$ cat src/rtl/ram_arbiter_pkg.sv
// ram_arbiter_pkg: shared definitions for the CPU/DMA data-RAM arbiter.
//   - grant state encoding (IDLE, G_CPU, G_DMA)
//   - requester ids used to remember who was granted most recently
//   - RAM window bounds in CPU byte-address space
//   - request bundle struct used to mux the granted requester onto the RAM
package ram_arbiter_pkg;

  typedef enum logic [1:0] {
    IDLE  = 2'd0,
    G_CPU = 2'd1,
    G_DMA = 2'd2
  } arb_state_e;

  localparam logic REQ_CPU = 1'b0;
  localparam logic REQ_DMA = 1'b1;

  // RAM occupies byte addresses [BOUND_L, BOUND_U).
  localparam logic [15:0] BOUND_L = 16'h0200;
  localparam logic [15:0] BOUND_U = 16'h0400;

  typedef struct packed {
    logic [15:0] addr;
    logic [15:0] din;
    logic        rw;   // 1 = write
    logic        bw;   // 1 = byte
  } arb_req_t;

endpackage

$ cat src/rtl/ram_arb_range.sv
// ram_arb_range: combinational RAM-window check for one access.
//   addr     in  16  CPU-space byte address
//   bw       in  1   1 = byte access, 0 = word access
//   in_range out 1   access lies entirely inside [BOUND_L, BOUND_U)
// Only instantiated when RAM_ARB_RANGE_CHECK_EN is defined.
module ram_arb_range
  import ram_arbiter_pkg::*;
(
  input  logic [15:0] addr,
  input  logic        bw,
  output logic        in_range
);

  always_comb begin
    in_range = 1'b1;
    if (addr < BOUND_L)                          in_range = 1'b0;
    else if (bw  && (addr > (BOUND_U - 16'd1))) in_range = 1'b0;
    // a word touches addr and addr+1, so its last legal start is one lower
    else if (!bw && (addr > (BOUND_U - 16'd2))) in_range = 1'b0;
  end

endmodule

$ cat src/rtl/ram_arbiter.sv
// ram_arbiter: shares the single-ported data RAM between CPU and DMA.
// Each access gets a one-cycle grant; the following cycle carries a
// registered ack plus read data. CPU-space addresses are translated to
// RAM indices (addr - BOUND_L, mod 2^16).
// Ports:
//   clk, rst_n                 clock, async active-low reset
//   {cpu,dma}_req/addr/din/rw/bw  requester inputs (held until ack)
//   {cpu,dma}_gnt              requester's RAM access cycle
//   {cpu,dma}_ack/rdata        one-cycle ack with registered read data
//   err                        ack'd access was out of range
//   ram_addr/ram_Din/ram_RW/BW RAM control, combinational from grant
//   ram_out                    combinational RAM read data
// Build option: RAM_ARB_RANGE_CHECK_EN enables the out-of-range check
// (suppresses the write, returns zero data, pulses err with the ack).
module ram_arbiter
  import ram_arbiter_pkg::*;
(
  input  logic        clk,
  input  logic        rst_n,
  input  logic        cpu_req,
  input  logic [15:0] cpu_addr,
  input  logic [15:0] cpu_din,
  input  logic        cpu_rw,
  input  logic        cpu_bw,
  input  logic        dma_req,
  input  logic [15:0] dma_addr,
  input  logic [15:0] dma_din,
  input  logic        dma_rw,
  input  logic        dma_bw,
  output logic        cpu_gnt,
  output logic        dma_gnt,
  output logic        cpu_ack,
  output logic        dma_ack,
  output logic [15:0] cpu_rdata,
  output logic [15:0] dma_rdata,
  output logic        err,
  output logic [15:0] ram_addr,
  output logic [15:0] ram_Din,
  output logic        ram_RW,
  output logic        BW,
  input  logic [15:0] ram_out
);

  arb_state_e  state_q, state_d;
  logic        last_q, last_d;
  logic        cpu_elig, dma_elig;
  logic        any_gnt, sel_in_range;
  arb_req_t    cpu_r, dma_r, sel;
  logic [15:0] rd_val;
  logic        cpu_ack_q, cpu_ack_d, dma_ack_q, dma_ack_d, err_q, err_d;
  logic [15:0] cpu_rdata_q, cpu_rdata_d, dma_rdata_q, dma_rdata_d;

  assign cpu_r = '{addr: cpu_addr, din: cpu_din, rw: cpu_rw, bw: cpu_bw};
  assign dma_r = '{addr: dma_addr, din: dma_din, rw: dma_rw, bw: dma_bw};

  // State register; last_q resets to DMA so the CPU wins the first tie.
  always_ff @(posedge clk or negedge rst_n) begin
    if (!rst_n) begin
      state_q <= IDLE;
      last_q  <= REQ_DMA;
    end else begin
      state_q <= state_d;
      last_q  <= last_d;
    end
  end

  // Next state. The requester granted in the ending cycle is not eligible,
  // so it is never regranted before it has seen its ack.
  always_comb begin
    cpu_elig = cpu_req && (state_q != G_CPU);
    dma_elig = dma_req && (state_q != G_DMA);
    state_d  = IDLE;
    if (cpu_elig && dma_elig) state_d = (last_q == REQ_DMA) ? G_CPU : G_DMA;
    else if (cpu_elig)        state_d = G_CPU;
    else if (dma_elig)        state_d = G_DMA;
    last_d = last_q;
    if (state_d == G_CPU) last_d = REQ_CPU;
    if (state_d == G_DMA) last_d = REQ_DMA;
  end

  // Outputs: RAM port driven from the granted requester, all zero in IDLE.
  always_comb begin
    cpu_gnt  = (state_q == G_CPU);
    dma_gnt  = (state_q == G_DMA);
    any_gnt  = cpu_gnt | dma_gnt;
    sel      = '0;
    if (cpu_gnt)      sel = cpu_r;
    else if (dma_gnt) sel = dma_r;
    ram_addr = any_gnt ? (sel.addr - BOUND_L) : 16'h0000;
    ram_Din  = sel.din;
    BW       = sel.bw;
    ram_RW   = sel.rw & any_gnt & sel_in_range;
  end

`ifdef RAM_ARB_RANGE_CHECK_EN
  ram_arb_range u_range (
    .addr     (sel.addr),
    .bw       (sel.bw),
    .in_range (sel_in_range)
  );
`else
  assign sel_in_range = 1'b1;
`endif

  // Ack/read-data capture at the edge ending the grant cycle. Writes also
  // return the old RAM contents; byte reads zero-extend the low lane.
  always_comb begin
    if (!sel_in_range) rd_val = 16'h0000;
    else if (sel.bw)   rd_val = {8'h00, ram_out[7:0]};
    else               rd_val = ram_out;
    cpu_ack_d   = cpu_gnt;
    dma_ack_d   = dma_gnt;
    err_d       = any_gnt & ~sel_in_range;
    cpu_rdata_d = cpu_gnt ? rd_val : cpu_rdata_q;
    dma_rdata_d = dma_gnt ? rd_val : dma_rdata_q;
  end

  always_ff @(posedge clk or negedge rst_n) begin
    if (!rst_n) begin
      cpu_ack_q   <= 1'b0;
      dma_ack_q   <= 1'b0;
      err_q       <= 1'b0;
      cpu_rdata_q <= 16'h0000;
      dma_rdata_q <= 16'h0000;
    end else begin
      cpu_ack_q   <= cpu_ack_d;
      dma_ack_q   <= dma_ack_d;
      err_q       <= err_d;
      cpu_rdata_q <= cpu_rdata_d;
      dma_rdata_q <= dma_rdata_d;
    end
  end

  assign cpu_ack   = cpu_ack_q;
  assign dma_ack   = dma_ack_q;
  assign err       = err_q;
  assign cpu_rdata = cpu_rdata_q;
  assign dma_rdata = dma_rdata_q;

endmodule

$ cat config.mk
export PLATFORM = sky130hd
export DESIGN_NAME = ram_arbiter
export DESIGN_NICKNAME = d
export VERILOG_FILES = /design/src/rtl/ram_arbiter_pkg.sv /design/src/rtl/ram_arb_range.sv /design/src/rtl/ram_arbiter.sv
export SDC_FILE = /design/constraint.sdc
export NUM_CORES = 1
export LEC_CHECK = 0
export ABC_AREA = 1
export CAP_MARGIN = 15
export CORE_UTILIZATION = 40
export CTS_CLUSTER_SIZE = 28
export DETAILED_ROUTE_END_ITERATION = 16
export DONT_BUFFER_PORTS = 1
export GPL_ROUTABILITY_DRIVEN = 0
export PLACE_DENSITY = 0.53
export RECOVER_POWER = 100
export SETUP_SLACK_MARGIN = 0.15
export SLEW_MARGIN = 20
export SYNTH_ARGS = -nofsm -noshare
export SYNTH_HDL_FRONTEND = slang
export SYNTH_SLANG_ARGS = --single-unit
$ cat constraint.sdc
create_clock -name clk -period 1.77 [get_ports clk]
set_clock_uncertainty 0.05 [all_clocks]
set_input_delay 0 -clock clk [delete_from_list [all_inputs] [get_ports clk]]
set_output_delay 0 -clock clk [all_outputs]
set_load 0.02 [all_outputs]
# ---- Word level (Yosys, flattened, before mapping)
# Cells that the tools add are included.
dict set report totals {
  regBits 37
  in_bits 88
  output_inout_bits 71
  wordCells 29
}
dict set report op_classes {
  n_addsub 1
  n_eq_ne 6
  mux 10
  bitwise_logic 2
  n_reduce_logical 4
}
# operator n
set op_table {}
lappend op_table {{34-bit two-way mux} 2}
lappend op_table {{16-bit two-way mux} 2}
lappend op_table {{16-bit by 10-bit subtractor with 16-bit output, second input constant} 1}
lappend op_table {{2-bit two-way mux} 4}
lappend op_table {{2-bit by 1-bit == test with 1-bit output, second input constant} 2}
lappend op_table {{2-bit == test, second input constant} 2}
lappend op_table {{1-bit logical AND} 3}
lappend op_table {{1-bit two-way mux} 2}
lappend op_table {{2-bit by 1-bit != test with 1-bit output, second input constant} 1}
lappend op_table {{2-bit != test, second input constant} 1}
lappend op_table {{2-bit nonzero test} 1}
lappend op_table {{1-bit AND} 1}
lappend op_table {{1-bit OR} 1}

# ---- Logic depth before layout (Yosys ltp)
dict set report depth {
  depth_word 8
  depth_mapped 12
  mapped_depth_nobuf 10
}

# ---- Worst setup path before layout
# No wires, ideal clock.
dict set report synth_path {
  path_kind {reg-to-reg}
  from {register state_q[0]}
  to {register last_q}
  setup_time_ns 0.082
  arrival_time_ns 1.785
  required_ns 1.638
  path_slack_ns -0.148
  path_stages_with_launch 8
  n_path_buf 2
  synth_period_minus_slack_ns 1.918
  cell_sequence {dfrtp_1 ha_1 buf_6 buf_2 nor2_1 a21oi_1 ha_1 mux2_2}
}
dict set report synth_between {
  elab_chain_len 7
  elab_cells_between_ends 12
  cone_classes {4 x eq/ne; 4 x mux; 4 x reduce/logical}
}
# element line_no
set synth_lines {}
lappend synth_lines {{from (decl)} ram_arbiter.sv:44} ;# arb_state_e state_q, state_d;
lappend synth_lines {{from (signal assigned)} ram_arbiter.sv:62} ;# state_q <= state_d;
lappend synth_lines {{2-bit != test} ram_arbiter.sv:71} ;# dma_elig = dma_req && (state_q != G_DMA);
lappend synth_lines {{1-bit logical AND} ram_arbiter.sv:71}
lappend synth_lines {{2-bit two-way mux} ram_arbiter.sv:75} ;# else if (dma_elig) state_d = G_DMA;
lappend synth_lines {{2-bit two-way mux} ram_arbiter.sv:74} ;# else if (cpu_elig) state_d = G_CPU;
lappend synth_lines {{2-bit two-way mux *} ram_arbiter.sv:73} ;# if (cpu_elig && dma_elig) state_d = (last_q == REQ_DMA) ? G_CPU : G_DMA;
lappend synth_lines {{via state_d[1]} ram_arbiter.sv:44}
lappend synth_lines {{2-bit == test / 2-bit by 1-bit == test with 1-bit output (equally long branches)} {ram_arbiter.sv:78, ram_arbiter.sv:77}}
lappend synth_lines {{1-bit two-way mux / 2-bit nonzero test (equally long branches)} n/a}
lappend synth_lines {{to (signal assigned)} ram_arbiter.sv:63} ;# last_q <= last_d;
lappend synth_lines {{to (decl)} ram_arbiter.sv:45} ;# logic last_q, last_d;
# The timed path passes the listed nets; every way through them passes the cells marked *.
# A chain may end at the register's enable or synchronous reset.

# ---- Worst setup path in the final report
dict set report layout_path {
  from {register state_q[1]}
  to {output port ram_Din[1]}
}
dict set report layout_between {
  elab_chain_len 3
  elab_cells_between_ends 4
  cone_classes {2 x eq/ne; 2 x mux}
}
# element line_no
set layout_lines {}
lappend layout_lines {{2-bit == test} ram_arbiter.sv:84} ;# dma_gnt = (state_q == G_DMA);
lappend layout_lines {{34-bit two-way mux} ram_arbiter.sv:88} ;# else if (dma_gnt) sel = dma_r;
lappend layout_lines {{34-bit two-way mux *} ram_arbiter.sv:87} ;# if (cpu_gnt) sel = cpu_r;
lappend layout_lines {{to (decl)} ram_arbiter.sv:38} ;# output logic [15:0] ram_Din,
# Mark *: on every way between the ends. The rest lies on a longest branch, timed or not.

==> results.md <==
* Class of the most critical hold timing path: in -> out
* Horizontal die dimension at 73.6 um
* Hold Violations, Final at 0
* Final cell count without fillers at 388
* Leakage power at 1.54 nW
* Most frequent cells in the layout: sky130_fd_sc_hd__nand2_1 (117), sky130_fd_sc_hd__dfrtp_1 (36), sky130_fd_sc_hd__dlygate4sd3_1 (19)
* Flip-flop and latch count after synthesis at 37
* Starting density of the core at 0.426
* Number of global-route vias before repair at 1735
* Vias per inst at 5.10
* Status: finished, violations left
* Critical path's slowest cell: sky130_fd_sc_hd__dfrtp_1
* # rows at 25
* Final #Nets at 411
* Total vias in the final route at 1978
* Worst ir drop on vdd at 0.854 mV
* Clock sink count at 37
* Total CTS buffers at 5
* Post-route setup TNS at -1410 ps
* Number of antenna violations at the first check in global routing at 0
* Critical-path maximum fanout at 13
* Wire length of the first global-routing pass at 8290 um
* Setup repair after global routing missed its margin: yes
* Required arrival time at the worst endpoint at 1720 ps
* Clock tree from TritonCTS: built
* Total global routing overflow at 0
* Overall fraction of global-route tracks in use at 0.199
* Die span in y at 73.6 um
* Clock-pin slew on the worst setup and hold paths at 70 ps
* Half-perimeter wire length after detailed placement at 3930 um
* Warning count from the yosys run at 0
* Antenna Violating Nets Remaining at 0
* Average wire per cell in the routed design at 15.8 um
* Sequential cell area fraction in the yosys report at 0.452
* Std-Cell Core Area at 0.00482 sq mm
* Maximum clock rate at 0.536 GHz
* CP Capture Type: output pin
* Highest cell delay on the worst timing path at 390 ps
* Transition time at the pin with the least slew margin at 913 ps
* # port buffers at 0
* Post-Syn Area at 0.00205 sq mm
* Family with the most delay on the worst path: buffers and inverters
* Drt first pass iters at 4
* Violations in the final reports: negative setup slack
* CTS root buffer: sky130_fd_sc_hd__clkbuf_8
* Commonest non-fill, non-tap cell in the layout: sky130_fd_sc_hd__nand2_1
* FILL cells at 447
* WL final at 6130 um
* Synthesized instance count at 274
* Synthesized net count at 365
* Power per cell area at 1620 mW/mm^2
* Number of max-cap violations at 0
* Clock tree buffer depth at 2
* Post-route DRC violation count at 0
* Number of I/O pins at 159
* Synthesized area per cell at 7.48 sq um
* Proportion of layout cells with a drive suffix above 1 at 0.364
* Final setup violation count at 30
* Worst Path Class, Setup: reg -> out
* Arrival time reported for the critical path endpoint at 1810 ps
* Largest net degree at the start of global routing at 38
* Worst-skew pair later-pin latency at 280 ps
* Yosys cell types at 26
* Final setup slack of the worst path at -95.0 ps
* Slew Limit Fails at 0
* H-tree levels at 2
* Critical path buffer and inverter count at 3
* CP cell instances: inv_2, ha_4, buf_6, nor2_4, bufbuf_16, a22o_1
* Clock period minus worst slack at 1860 ps
* Crit start category: flop
* Fraction of the cycle the final worst path needs at 1.05
* Diodes inserted at 0
* Worst slew margin relative to its limit at 0.392
* # placed instances at 349
* Detailed router's first-iteration violation count at 76
* Area growth from synthesis to final layout at 50.6%
* Die Outline Area at 0.00542 sq mm
## cells by family (layout without fill, tap and decap cells)
family / after synthesis / after routing / synth area share
DFF: 37 / 37 / 0.452
other: 1 / 1 / 0.00183
xor gates and xnor gates: 1 / 1 / 0.00427
adders and majority gates: 3 / 3 / 0.0183
and+or+nand+nor: 162 / 162 / 0.320
AOI/OAI and AO/OA: 35 / 35 / 0.118
buffers and inverters: 34 / 81 / 0.0799
muxes: 1 / 1 / 0.00549
## area by class of cell
class | instances | area, sq um | share of cell area
repair buffers | 56 | 589 | 0.191
well taps | 67 | 83.8 | 0.0271
flip-flops and latches | 37 | 927 | 0.300
multi-input cells | 203 | 1280 | 0.415
inverters | 17 | 73.8 | 0.0239
clock inverters | 3 | 65.1 | 0.0211
clock buffers | 5 | 68.8 | 0.0223
## cells in the mapped netlist
master | count | area share
sky130_fd_sc_hd__conb_1 | 1 | 0.0018
sky130_fd_sc_hd__buf_6 | 3 | 0.016
sky130_fd_sc_hd__nand3_1 | 4 | 0.0098
sky130_fd_sc_hd__nand3_2 | 3 | 0.015
sky130_fd_sc_hd__dfstp_2 | 1 | 0.013
sky130_fd_sc_hd__mux2_2 | 1 | 0.0055
sky130_fd_sc_hd__xor2_1 | 1 | 0.0043
sky130_fd_sc_hd__a22o_1 | 17 | 0.073
sky130_fd_sc_hd__o21ai_1 | 1 | 0.0024
sky130_fd_sc_hd__ha_1 | 3 | 0.018
sky130_fd_sc_hd__nor2_4 | 2 | 0.011
sky130_fd_sc_hd__buf_4 | 1 | 0.0037
sky130_fd_sc_hd__nor2_2 | 1 | 0.0031
sky130_fd_sc_hd__nor2_1 | 14 | 0.026
sky130_fd_sc_hd__inv_2 | 2 | 0.0037
sky130_fd_sc_hd__buf_2 | 8 | 0.020
sky130_fd_sc_hd__or2_2 | 1 | 0.0031
sky130_fd_sc_hd__clkbuf_1 | 4 | 0.0073
sky130_fd_sc_hd__a21oi_1 | 15 | 0.037
sky130_fd_sc_hd__dfrtp_1 | 36 | 0.44
sky130_fd_sc_hd__inv_1 | 15 | 0.027
sky130_fd_sc_hd__buf_1 | 1 | 0.0018
sky130_fd_sc_hd__nand2_1 | 135 | 0.25
sky130_fd_sc_hd__a22oi_1 | 1 | 0.0037
sky130_fd_sc_hd__o21ai_0 | 1 | 0.0024
sky130_fd_sc_hd__nand2_2 | 2 | 0.0061
## report_power, final
part	internal [mW]	leakage (nW)	switching, mW	total, mW
sequential	1.24	0.461	0.761	2.00
combinational	0.899	1.02	1.23	2.13
clock	0.560	0.0681	0.301	0.861
## flip-flops by register name, indices dropped and copies added, names as in the netlist
| signal | flops |
|---|---|
| last_q | 1 |
| cpu_ack | 1 |
| dma_rdata | 16 |
| state_q | 2 |
| cpu_rdata | 16 |
| dma_ack | 1 |
## worst reg2reg max path, cell delays in order, from the launching register on
cell                      delay, ps
sky130_fd_sc_hd__dfrtp_1        390
sky130_fd_sc_hd__inv_2           60
sky130_fd_sc_hd__ha_4           180
sky130_fd_sc_hd__buf_6          140
sky130_fd_sc_hd__buf_6          120
sky130_fd_sc_hd__nor2_4         140
sky130_fd_sc_hd__nand2_2         90
sky130_fd_sc_hd__ha_4           270
sky130_fd_sc_hd__mux2_4         290
## timing repair
| action | CTS | global route |
|---|---|---|
| endpoints found under the hold margin | 71 | 0 |
| setup buffers | 6 | 3 |
| gates cloned | 1 | 1 |
| hold buffers | 20 | 0 |
| setup endpoints to repair | 46 | 51 |
| pin swaps | 11 | 15 |
| gates resized for setup | 42 | 44 |
## metrics by stage
step | instance area (sq um) | power [mW] | util | setup WS (ps) | hold WS [ps]
6_report | 3090 | 4.99 | 0.641 | -95.0 | 77.3
5_1_grt | 3090 | 5.28 | 0.641 | -186 | 78.8
4_1_cts | 2900 | 4.81 | 0.602 | -76.4 | 77.3
3_5_place_dp | 2310 | 3.60 | 0.480 | 21.4 | -345
3_3_place_gp | 2310 | 3.58 | 0.480 | 56.3 | -345
2_1_floorplan | 2130 | 3.18 | - | 35.7 | -346
## worst paths after layout
kind	end	cells after the start	slack (ps)	startpoint
max in group asynchronous	state_q[1]	2	770	rst_n
min in group asynchronous	dma_rdata[10]	2	340	rst_n
min reg2reg	dma_rdata[4]	2	560	dma_rdata[4]
max	ram_Din[1]	6	-90	state_q[1]
max reg2reg	last_q	8	-20	state_q[1]
min	ram_Din[3]	1	80	dma_din[3]
## metal layers
layer	share of wire	GRT usage	vias to the layer above
li1	-	-	952
met1	0.39	0.252	921
met2	0.51	0.336	92
met3	0.076	0.0576	13
met4	0.015	0.0427	0
met5	0	0	-
(Power assumes the default switching activity.)
